$ cat src/rtl/uart_rx_ctrl_if.sv
// Read-side bus of the UART RX controller: CPU register-read port plus streaming drain port.
// The master is the controller, which produces the bytes. The slave is the consumer, which issues requests and ready.
interface uart_rx_ctrl_if #(
  parameter int unsigned DATA_WIDTH = 8
);
  logic                  cpu_rd_req;
  logic                  cpu_rd_ack;
  logic [DATA_WIDTH-1:0] cpu_rd_data;
  logic                  cpu_rd_unf;
  logic [DATA_WIDTH-1:0] m_data;
  logic                  m_valid;
  logic                  m_ready;

  modport master (
    input  cpu_rd_req, m_ready,
    output cpu_rd_ack, cpu_rd_data, cpu_rd_unf, m_data, m_valid
  );

  modport slave (
    output cpu_rd_req, m_ready,
    input  cpu_rd_ack, cpu_rd_data, cpu_rd_unf, m_data, m_valid
  );
endinterface

$ cat src/rtl/uart_rx_ctrl.sv
// Sole reader of the UART RX FIFO: arbitrates CPU reads (priority) against the stream drain
// and raises threshold, character-timeout and sticky-error interrupts.
module uart_rx_ctrl #(
  parameter int unsigned DATA_WIDTH    = 8,
  parameter int unsigned TIMEOUT_TICKS = 640
) (
  input  logic                  uart_clk,
  input  logic                  rst,
  input  logic                  sample_tick,
  input  logic                  rx_empty,
  input  logic [3:0]            rx_level,
  input  logic                  rx_active,
  input  logic                  frame_error,
  input  logic                  overrun_error,
  output logic                  rx_rd_en,
  input  logic [DATA_WIDTH-1:0] rx_rd_data,
  uart_rx_ctrl_if.master        bus,
  input  logic                  drain_en,
  input  logic [3:0]            trig_level,
  input  logic [2:0]            irq_en,
  input  logic                  err_clr,
  output logic                  err_status,
  output logic                  irq
);

  localparam int unsigned LVL_W = 4;
  localparam int unsigned CNT_W = $clog2(TIMEOUT_TICKS + 1);

  typedef enum logic [2:0] {IDLE, POP, CAP, CPU_ACK, STREAM} state_t;

  state_t            state;
  logic              own_cpu;
  logic [CNT_W-1:0]  to_cnt;
  logic              to_flag;
  logic [LVL_W-1:0]  trig_eff;
  logic              thr;
  logic              to_clr;

  // The pop is gated by the live empty flag, so an external flush in POP never pops an empty FIFO.
  assign rx_rd_en = (state == POP) && !rx_empty;

  assign trig_eff = (trig_level == LVL_W'(0)) ? LVL_W'(1) : trig_level;
  assign thr      = (rx_level >= trig_eff);
  assign to_clr   = rx_empty || rx_active || rx_rd_en;

  // Arbitration and read sequencing.
  always_ff @(posedge uart_clk) begin
    if (rst) begin
      state           <= IDLE;
      own_cpu         <= 1'b0;
      bus.cpu_rd_ack  <= 1'b0;
      bus.cpu_rd_data <= '0;
      bus.cpu_rd_unf  <= 1'b0;
      bus.m_valid     <= 1'b0;
      bus.m_data      <= '0;
    end else begin
      bus.cpu_rd_ack <= 1'b0;
      case (state)
        IDLE: begin
          if (bus.cpu_rd_req) begin
            own_cpu <= 1'b1;
            if (rx_empty) begin
              bus.cpu_rd_ack  <= 1'b1;
              bus.cpu_rd_data <= '0;
              bus.cpu_rd_unf  <= 1'b1;
              state           <= CPU_ACK;
            end else begin
              state <= POP;
            end
          end else if (drain_en && !rx_empty) begin
            own_cpu <= 1'b0;
            state   <= POP;
          end
        end
        POP: begin
          if (!rx_empty) begin
            state <= CAP;
          end else if (own_cpu) begin
            bus.cpu_rd_ack  <= 1'b1;
            bus.cpu_rd_data <= '0;
            bus.cpu_rd_unf  <= 1'b1;
            state           <= CPU_ACK;
          end else begin
            state <= IDLE;
          end
        end
        CAP: begin
          if (own_cpu) begin
            bus.cpu_rd_ack  <= 1'b1;
            bus.cpu_rd_data <= rx_rd_data;
            bus.cpu_rd_unf  <= 1'b0;
            state           <= CPU_ACK;
          end else begin
            bus.m_valid <= 1'b1;
            bus.m_data  <= rx_rd_data;
            state       <= STREAM;
          end
        end
        CPU_ACK: state <= IDLE;
        STREAM: begin
          if (bus.m_ready) begin
            bus.m_valid <= 1'b0;
            state       <= IDLE;
          end
        end
        default: state <= IDLE;
      endcase
    end
  end

  // Character timeout, sticky line error and the registered interrupt.
  always_ff @(posedge uart_clk) begin
    if (rst) begin
      to_cnt     <= '0;
      to_flag    <= 1'b0;
      err_status <= 1'b0;
      irq        <= 1'b0;
    end else begin
      if (to_clr) begin
        to_cnt  <= '0;
        to_flag <= 1'b0;
      end else if (sample_tick && (to_cnt != CNT_W'(TIMEOUT_TICKS))) begin
        to_cnt <= to_cnt + CNT_W'(1);
        if ((to_cnt + CNT_W'(1)) == CNT_W'(TIMEOUT_TICKS)) begin
          to_flag <= 1'b1;
        end
      end

      if (frame_error || overrun_error) begin
        err_status <= 1'b1;
      end else if (err_clr) begin
        err_status <= 1'b0;
      end

      irq <= (irq_en[0] & thr) | (irq_en[1] & to_flag) | (irq_en[2] & err_status);
    end
  end

endmodule

$ cat src/flat_wrapper.sv
// flat-port wrapper written by rule: the top's interface ports become plain ports
module uart_rx_ctrl_flat 
#(
  parameter int unsigned DATA_WIDTH    = 8,
  parameter int unsigned TIMEOUT_TICKS = 640
)
  (uart_clk, rst, sample_tick, rx_empty, rx_level, rx_active, frame_error, overrun_error, rx_rd_en, rx_rd_data, drain_en, trig_level, irq_en, err_clr, err_status, irq, bus_cpu_rd_req, bus_m_ready, bus_cpu_rd_ack, bus_cpu_rd_data, bus_cpu_rd_unf, bus_m_data, bus_m_valid);
  uart_rx_ctrl_if #(.DATA_WIDTH(DATA_WIDTH)) bus_i ();
  input  logic uart_clk;
  input  logic rst;
  input  logic sample_tick;
  input  logic rx_empty;
  input  logic [3:0] rx_level;
  input  logic rx_active;
  input  logic frame_error;
  input  logic overrun_error;
  output logic rx_rd_en;
  input  logic [DATA_WIDTH-1:0] rx_rd_data;
  input  logic drain_en;
  input  logic [3:0] trig_level;
  input  logic [2:0] irq_en;
  input  logic err_clr;
  output logic err_status;
  output logic irq;
  input wire logic [$bits(bus_i.cpu_rd_req)-1:0] bus_cpu_rd_req;
  input wire logic [$bits(bus_i.m_ready)-1:0] bus_m_ready;
  output wire logic [$bits(bus_i.cpu_rd_ack)-1:0] bus_cpu_rd_ack;
  output wire logic [$bits(bus_i.cpu_rd_data)-1:0] bus_cpu_rd_data;
  output wire logic [$bits(bus_i.cpu_rd_unf)-1:0] bus_cpu_rd_unf;
  output wire logic [$bits(bus_i.m_data)-1:0] bus_m_data;
  output wire logic [$bits(bus_i.m_valid)-1:0] bus_m_valid;
  assign bus_i.cpu_rd_req = bus_cpu_rd_req;
  assign bus_i.m_ready = bus_m_ready;
  assign bus_cpu_rd_ack = bus_i.cpu_rd_ack;
  assign bus_cpu_rd_data = bus_i.cpu_rd_data;
  assign bus_cpu_rd_unf = bus_i.cpu_rd_unf;
  assign bus_m_data = bus_i.m_data;
  assign bus_m_valid = bus_i.m_valid;
  uart_rx_ctrl #(.DATA_WIDTH(DATA_WIDTH), .TIMEOUT_TICKS(TIMEOUT_TICKS)) u_core (.uart_clk(uart_clk), .rst(rst), .sample_tick(sample_tick), .rx_empty(rx_empty), .rx_level(rx_level), .rx_active(rx_active), .frame_error(frame_error), .overrun_error(overrun_error), .rx_rd_en(rx_rd_en), .rx_rd_data(rx_rd_data), .bus(bus_i), .drain_en(drain_en), .trig_level(trig_level), .irq_en(irq_en), .err_clr(err_clr), .err_status(err_status), .irq(irq));
endmodule
$ cat config.mk
export PLATFORM = sky130hd
export DESIGN_NAME = uart_rx_ctrl_flat
export DESIGN_NICKNAME = d
export VERILOG_FILES = /design/src/rtl/uart_rx_ctrl_if.sv /design/src/rtl/uart_rx_ctrl.sv /design/src/flat_wrapper.sv
export SDC_FILE = /design/constraint.sdc
export NUM_CORES = 1
export LEC_CHECK = 0
export CAP_MARGIN = 30
export CORE_ASPECT_RATIO = 0.6
export CORE_MARGIN = 10
export CORE_UTILIZATION = 42
export CTS_CLUSTER_DIAMETER = 60
export DETAILED_ROUTE_END_ITERATION = 16
export PLACE_DENSITY = 0.78
export SYNTH_ARGS = -nofsm -noshare
export SYNTH_HDL_FRONTEND = slang
export SYNTH_SLANG_ARGS = --single-unit
$ cat constraint.sdc
create_clock -name uart_clk -period 1.66 [get_ports uart_clk]
set_input_delay 0.332 -clock uart_clk [delete_from_list [all_inputs] [get_ports uart_clk]]
set_output_delay 0.332 -clock uart_clk [all_outputs]
set_load 0.05 [all_outputs]
==> results.py, run 1 <==
metrics = {
    "placement": {
        "dpl.hpwl_mm": 3.68,
        "io_buffers": 51,
        "dp.cells": 331,
        "place_ws_ns": -0.368,
        "gp_congestion": 0.800,
    },
    "synth": {
        "synth.distinct_cells": 42,
        "synth_area_mm2": 0.00178,
        "synth.avg_cell_area_um2": 8.30,
        "syn_nets": 251,
        "yosysWarnings": 0,
        "ys_ff_latch": 36,
        "yosys.area.top_type_share_pct": 40.6,
        "yosysSeqAreaShare_pct": 40.6,
        "synth_area_leaders": "dfxtp_1 41%, nand2_1 6.1%, nor2_1 5.9%",
        "yosysTopAreaCell": "dfxtp_1",
        "synth_cells": 214,
    },
    "cells_and_area": {
        "antenna_cells": 0,
        "finalNonFillerCells": 339,
        "finish.net_count": 315,
        "seqCellArea_um2": 721,
        "fill_cells": 365,
        "syn2layout_area_growth_pct": 44.6,
        "multi_input_area_um2": 995,
        "drive_above_1_share_pct": 23.3,
    },
    "timing": {
        "finalClockSkew_ns": 0.00758,
        "hold_violations": 0,
        "max_freq_mhz": 638,
        "setup_ws_ns": 0.0920,
        "fin_crit_sh_pct": 94.5,
        "slew_viol_final": 0,
        "rsz0062_at_grt": "yes",
        "tightest_slew_ns": 0.497,
        "relSlewSlack_pct": 66.4,
        "period_needed_ns": 1.57,
        "final-setup-viol-count": 0,
    },
    "pwr": {
        "power_density_mw_per_mm2": 892,
        "p_leak_nw": 1.05,
        "fin_total_pwr_w": 0.00229,
        "peakVddDrop_mv": 0.693,
    },
    "critical_path": {
        "worstPathArrival_ns": 1.74,
        "critPathKind": "reg -> reg",
        "ff2ff_setup_slack_ns": 0.09,
        "worst_path_max_delay_cell": "o41ai_4",
        "slowest_delay_ns": 0.44,
        "crit_buf_inv": 0,
        "setup.worst_path.end_class": "flip-flop",
        "crit_fanout": 4,
        "start_kind": "flip-flop",
        "cp_data_required_time_ns": 1.84,
        "crit_top_cell": "nor2_1",
        "cp_top_family": "simple AND/OR/NAND/NOR gates",
        "timing.critical_path.cells": "or3_4 > o41ai_4 > nor2_1 > xnor2_1 > nor2_1",
    },
    "clock_tree": {
        "clkSinkCount": 36,
        "cts_buffer_depth": 2,
        "cts_root_buf": "clkbuf_8",
        "numCtsBuffers": 5,
        "clock_latency_ns": 0.28,
        "path_clk_slew_ns": 0.07,
        "htree_levels": 2,
        "cts_tree": "yes",
    },
    "routing": {
        "dr.pass1.iters": 4,
        "finalWirelength_mm": 4.62,
        "ant_nets": 0,
        "vias": 1680,
        "wl_per_cell_um": 13.6,
        "drtIter0Drc": 91,
        "viasPerCell": 4.96,
        "drc": 0,
    },
    "global_routing": {
        "grt_max_degree": 24,
        "grt_pass1_vias": 1552,
        "overflow": 0,
        "grt.total_usage_pct": 12.3,
        "grt_pass1_wl_mm": 7.58,
        "antenna_found_initial": 0,
    },
    "floorplan": {
        "initial_utilization_pct": 43.3,
        "placementRows": 18,
        "core_mm2": 0.00410,
        "die_w_um": 104,
        "die_area_mm2": 0.00731,
        "die_h_um": 70.4,
        "ioPinCount": 52,
    },
    "hold_path": {
        "hold_class": "reg -> reg",
    },
    "status": {
        "outcome": "completed",
    },
    "flow_run": {
        "maxCapViolCount": 0,
    },
}
## tightest hold or removal path: stages, from the launching register on
cell and delay, ns:
dfxtp_1 0.31, nand2_1 0.05, a21oi_1 0.05
## layout make-up
class	count	area share [%]
multi-input combinational	153	38.7
sequential	36	28.1
timing repair buffer	72	24.6
tap	60	2.92
clock buffer	6	2.83
inverter	10	1.46
clock inverter	2	1.36
## final timing paths
check	from	to	cells past startpoint
worst max register to register	u_core.to_cnt[4]	u_core.to_cnt[2]	5
worst min-delay path	u_core.bus.m_data[1]	u_core.bus.m_data[1]	2
worst max-delay path	u_core.to_cnt[4]	u_core.to_cnt[2]	5
worst min register to register	u_core.bus.m_data[1]	u_core.bus.m_data[1]	2
## report_power, final
group          switching (W)  internal [W]  total [W]
logic               0.000336      0.000255   0.000592
clock network       0.000299      0.000446   0.000745
registers          0.0000388      0.000915   0.000953
total               0.000674       0.00162    0.00229
## metal layers
layer | part of all wire (%) | global-route usage [%]
met4 | 0.56 | 3.69
met5 | 0 | 0
met2 | 44 | 18.7
met1 | 49 | 16.0
met3 | 6.5 | 4.12
## through the flow
| stage | setup TNS [ns] | cell area [um2] | hold WS [ns] | utilization [%] |
|---|---|---|---|---|
| 5_1_grt | -0.0811 | 2570 | 0.481 | 62.6 |
| 2_1_floorplan | 0 | 1780 | 0.405 | - |
| 6_report | 0 | 2570 | 0.455 | 62.6 |
| 4_1_cts | -0.0209 | 2510 | 0.458 | 61.3 |
| 3_5_place_dp | -2.61 | 2400 | 0.448 | 58.7 |
| 3_3_place_gp | -2.32 | 2400 | 0.442 | 58.7 |
## logic make-up (layout without fill, tap and decap cells)
logic type | count (synthesis) | count (layout) | synth area share (%)
AO/OA/AOI/OAI | 42 | 42 | 16.8
flip-flops | 36 | 36 | 40.6
XOR/XNOR | 11 | 11 | 5.43
AND/OR/NAND/NOR | 91 | 91 | 25.0
buffers and inverters | 25 | 90 | 6.13
multiplexers | 2 | 2 | 1.13
adder cells (fa/ha/maj) | 7 | 7 | 4.93
## repair_timing
| action | 4_1_cts | 5_1_grt |
|---|---|---|
| gates resized for setup | 2 | 12 |
| hold buffers | 0 | 0 |
| endpoints found under the setup margin | 2 | 9 |
| pin swaps | 1 | 3 |
| setup buffers | 0 | 0 |
## layout by cell type, fill, tap and decap left out, types with 3 or more instances in the layout
| cell | instances |
|---|---|
| inv_1 | 8 |
| nand2_1 | 29 |
| nand4_1 | 5 |
| xor2_1 | 7 |
| clkbuf_8 | 5 |
| clkdlybuf4s50_1 | 25 |
| nor2_1 | 28 |
| dfxtp_1 | 36 |
| a22oi_1 | 8 |
| nor2b_1 | 3 |
| nand2b_1 | 5 |
| a31oi_1 | 3 |
| a21oi_1 | 14 |
| buf_4 | 42 |
| xnor2_1 | 4 |
| a211oi_1 | 4 |
| ha_1 | 6 |
| dlymetal6s2s_1 | 3 |
| nor3_1 | 4 |
## Yosys cell counts (all sizes together)
| library cell | count |
|---|---|
| a21oi | 15 |
| xnor2 | 4 |
| nand2b | 6 |
| mux2i | 2 |
| nor4 | 1 |
| ha | 7 |
| or3 | 2 |
| nand4b | 1 |
| and3 | 3 |
| buf | 7 |
| nor3b | 2 |
| inv | 10 |
| a31o | 1 |
| nor2b | 3 |
| dfxtp | 36 |
| a22oi | 8 |
| a31oi | 3 |
| nand2 | 29 |
| nand4 | 5 |
| and4 | 1 |
| a311oi | 1 |
| and2 | 2 |
| xor2 | 7 |
| o22ai | 2 |
| clkbuf | 8 |
| a41o | 1 |
| nor2 | 29 |
| a22o | 1 |
| nor3 | 5 |
| nand3b | 1 |
| or4 | 1 |
| a211oi | 4 |
| o41ai | 2 |
| o21ai | 2 |
| o32a | 1 |
| o32ai | 1 |
## state kept, by name (all words and copies together), names as in the netlist, 3 cells and up
signal,count
u_core.bus.cpu_rd_data,8
u_core.bus.m_data,8
u_core.state,3
u_core.to_cnt,10
Note: power is estimated with default switching activity, not from simulation.
==> inputs of run 2 (changes only) <==
--- a/config.mk
+++ b/config.mk
@@ -8,10 +8,10 @@
 export CAP_MARGIN = 30
 export CORE_ASPECT_RATIO = 0.6
 export CORE_MARGIN = 10
-export CORE_UTILIZATION = 42
+export CORE_UTILIZATION = 47
 export CTS_CLUSTER_DIAMETER = 60
 export DETAILED_ROUTE_END_ITERATION = 16
-export PLACE_DENSITY = 0.78
+export PLACE_DENSITY = 0.82
 export SYNTH_ARGS = -nofsm -noshare
 export SYNTH_HDL_FRONTEND = slang
 export SYNTH_SLANG_ARGS = --single-unit
==> constraint.sdc (replaced) <==
create_clock -name uart_clk -period 1.7 [get_ports uart_clk]
set_input_delay 0.34 -clock uart_clk [delete_from_list [all_inputs] [get_ports uart_clk]]
set_output_delay 0.34 -clock uart_clk [all_outputs]
set_load 0.05 [all_outputs]
==> results.py, run 2 (same netlist as run 1, synthesis figures left out) <==
metrics = {
    "clock_tree": {
        "clkSinkCount": 36,
        "path_clk_slew_ns": 0.07,
        "clock_latency_ns": 0.28,
        "cts_root_buf": "clkbuf_8",
        "cts_tree": "yes",
        "cts_hold_buf": 0,
        "htree_levels": 2,
        "numCtsBuffers": 5,
        "cts_buffer_depth": 2,
    },
    "floorplan": {
        "die_h_um": 67.6,
        "ioPinCount": 52,
        "placementRows": 17,
        "core_mm2": 0.00366,
        "die_area_mm2": 0.00672,
        "initial_utilization_pct": 48.5,
        "die_w_um": 99.3,
    },
    "cells_and_area": {
        "final_cell_mix": "42 x buf_4, 35 x dfxtp_1, 29 x nand2_1, 28 x nor2_1, 25 x clkdlybuf4s50_1",
        "finish.net_count": 315,
        "fill_cells": 299,
        "layout_commonest_cell": "buf_4",
        "seqCellArea_um2": 722,
        "antenna_cells": 0,
        "syn2layout_area_growth_pct": 42.0,
        "multi_input_area_um2": 978,
        "top_register": "u_core.to_cnt",
        "largest_reg_flops": 10,
        "drive_above_1_share_pct": 23.7,
        "reg_top3": "u_core.to_cnt (10), u_core.bus.cpu_rd_data (8), u_core.bus.m_data (8)",
    },
    "global_routing": {
        "grt_pass1_wl_mm": 7.20,
        "overflow": 0,
        "met2_usage_pct": 20.1,
        "use_met1_pct": 16.5,
        "grt_pass1_vias": 1540,
        "busiest_layer": "met2",
        "grtUsageMet3_pct": 5.80,
        "grt_max_degree": 24,
        "grt.total_usage_pct": 13.1,
        "antenna_found_initial": 0,
    },
    "routing": {
        "wl_per_cell_um": 14.4,
        "dr.pass1.iters": 4,
        "ant_nets": 0,
        "viasPerCell": 5.21,
        "drc": 0,
        "vias": 1698,
        "drtIter0Drc": 112,
        "finalWirelength_mm": 4.70,
    },
    "pwr": {
        "pwr-share-clk_pct": 29.1,
        "p_int_w": 0.00146,
        "pwr-share-seq_pct": 44.0,
        "peakVddDrop_mv": 0.726,
        "p_leak_nw": 1.05,
        "pwr-share-comb_pct": 26.9,
        "sw_frac_of_total_pct": 31.1,
        "power_density_mw_per_mm2": 843,
        "p_sw_w": 0.000662,
    },
    "placement": {
        "place_ws_ns": -0.386,
        "io_buffers": 51,
        "gp_congestion": 0.825,
        "dpl.hpwl_mm": 3.66,
    },
    "timing": {
        "setup_tns_ns": 0,
        "tightest_slew_ns": 0.476,
        "max_freq_mhz": 627,
        "period_needed_ns": 1.60,
        "slew_viol_final": 0,
        "fin_crit_sh_pct": 93.9,
        "relSlewSlack_pct": 67.8,
        "setup_ws_ns": 0.104,
        "final-setup-viol-count": 0,
        "finalClockSkew_ns": 0.00847,
        "rsz0062_at_grt": "no",
        "hold_violations": 0,
    },
    "critical_path": {
        "critPathKind": "reg -> reg",
        "worstPathArrival_ns": 1.77,
        "crit_fanout": 4,
        "setup.worst_path.end_class": "flip-flop",
        "r2r-start": "u_core.to_cnt[2]",
        "rr_endpoint": "u_core.to_cnt[1]",
        "start_kind": "flip-flop",
        "r2r_cells": 4,
        "ff2ff_setup_slack_ns": 0.10,
        "cp_data_required_time_ns": 1.87,
    },
    "flow_run": {
        "maxCapViolCount": 0,
    },
    "status": {
        "outcome": "completed",
    },
    "hold_path": {
        "min_to": "u_core.bus.m_data[7]",
        "hold_class": "reg -> reg",
        "whs_path_depth": 2,
        "hp-start": "u_core.bus.m_data[7]",
    },
}
-- run 2: area by class of cell --
| type | count | share of cell area (%) |
|---|---|---|
| multi-input cells | 153 | 38.8 |
| inverters | 10 | 1.49 |
| clock buffers | 6 | 3.28 |
| well taps | 47 | 2.33 |
| repair buffers | 72 | 25.1 |
| clock inverters | 2 | 0.397 |
| flip-flops and latches | 36 | 28.6 |
-- run 2: power groups by stage --
stage / registers [W] / logic, W / clock network [W]
6_report: 0.000935 / 0.000571 / 0.000619
5_1_grt: 0.000942 / 0.000615 / 0.000674
4_1_cts: 0.000933 / 0.000570 / 0.000634
3_5_place_dp: 0.000951 / 0.000556 / 0
3_3_place_gp: 0.000949 / 0.000549 / 0
2_1_floorplan: 0.00105 / 0.000228 / 0
-- run 2: metrics by stage --
step | utilization, % | cells | power [W] | hold slack, ns | instance area, um2
CTS | 68.4 | 326 | 0.00214 | 0.458 | 2500
floorplan | - | 214 | 0.00128 | 0.413 | 1780
finish | 68.9 | 326 | 0.00213 | 0.458 | 2520
global placement | 65.3 | 318 | 0.00150 | 0.442 | 2390
global route | 68.9 | 326 | 0.00223 | 0.474 | 2520
detailed placement | 65.3 | 318 | 0.00151 | 0.450 | 2390
-- run 2: how the worst max path moves through the flow --
| stage | start | to | cells past startpoint |
|---|---|---|---|
| finish | u_core.to_cnt[2] | u_core.to_cnt[1] | 4 |
| floorplan | u_core.to_cnt[2] | u_core.to_cnt[2] | 6 |
| global placement | trig_level[2] | u_core.irq | 9 |
| global route | u_core.to_cnt[1] | u_core.to_flag | 7 |
| detailed placement | trig_level[2] | u_core.irq | 9 |
| CTS | trig_level[2] | u_core.irq | 9 |
-- run 2: repair_timing --
| action | 4_1_cts | 5_1_grt |
|---|---|---|
| cloned | 0 | 0 |
| pin swaps | 3 | 3 |
| buffers inserted | 0 | 0 |
| endpoints found under the hold margin | 0 | 0 |
| gates resized for setup | 5 | 8 |
| endpoints found under the setup margin | 2 | 3 |
-- run 2: routing by layer --
metal | routed length [um] | share of wire, %
met5 | 0 | 0
met4 | 43 | 0.92
met3 | 380 | 8.1
met2 | 2030 | 43
met1 | 2240 | 48
-- run 2: critical path, stage by stage, from the launching register on --
cell and delay, ns:
dfxtp_1 0.32, or3_4 0.41, o41ai_4 0.46, mux2i_1 0.24, nor2_1 0.05
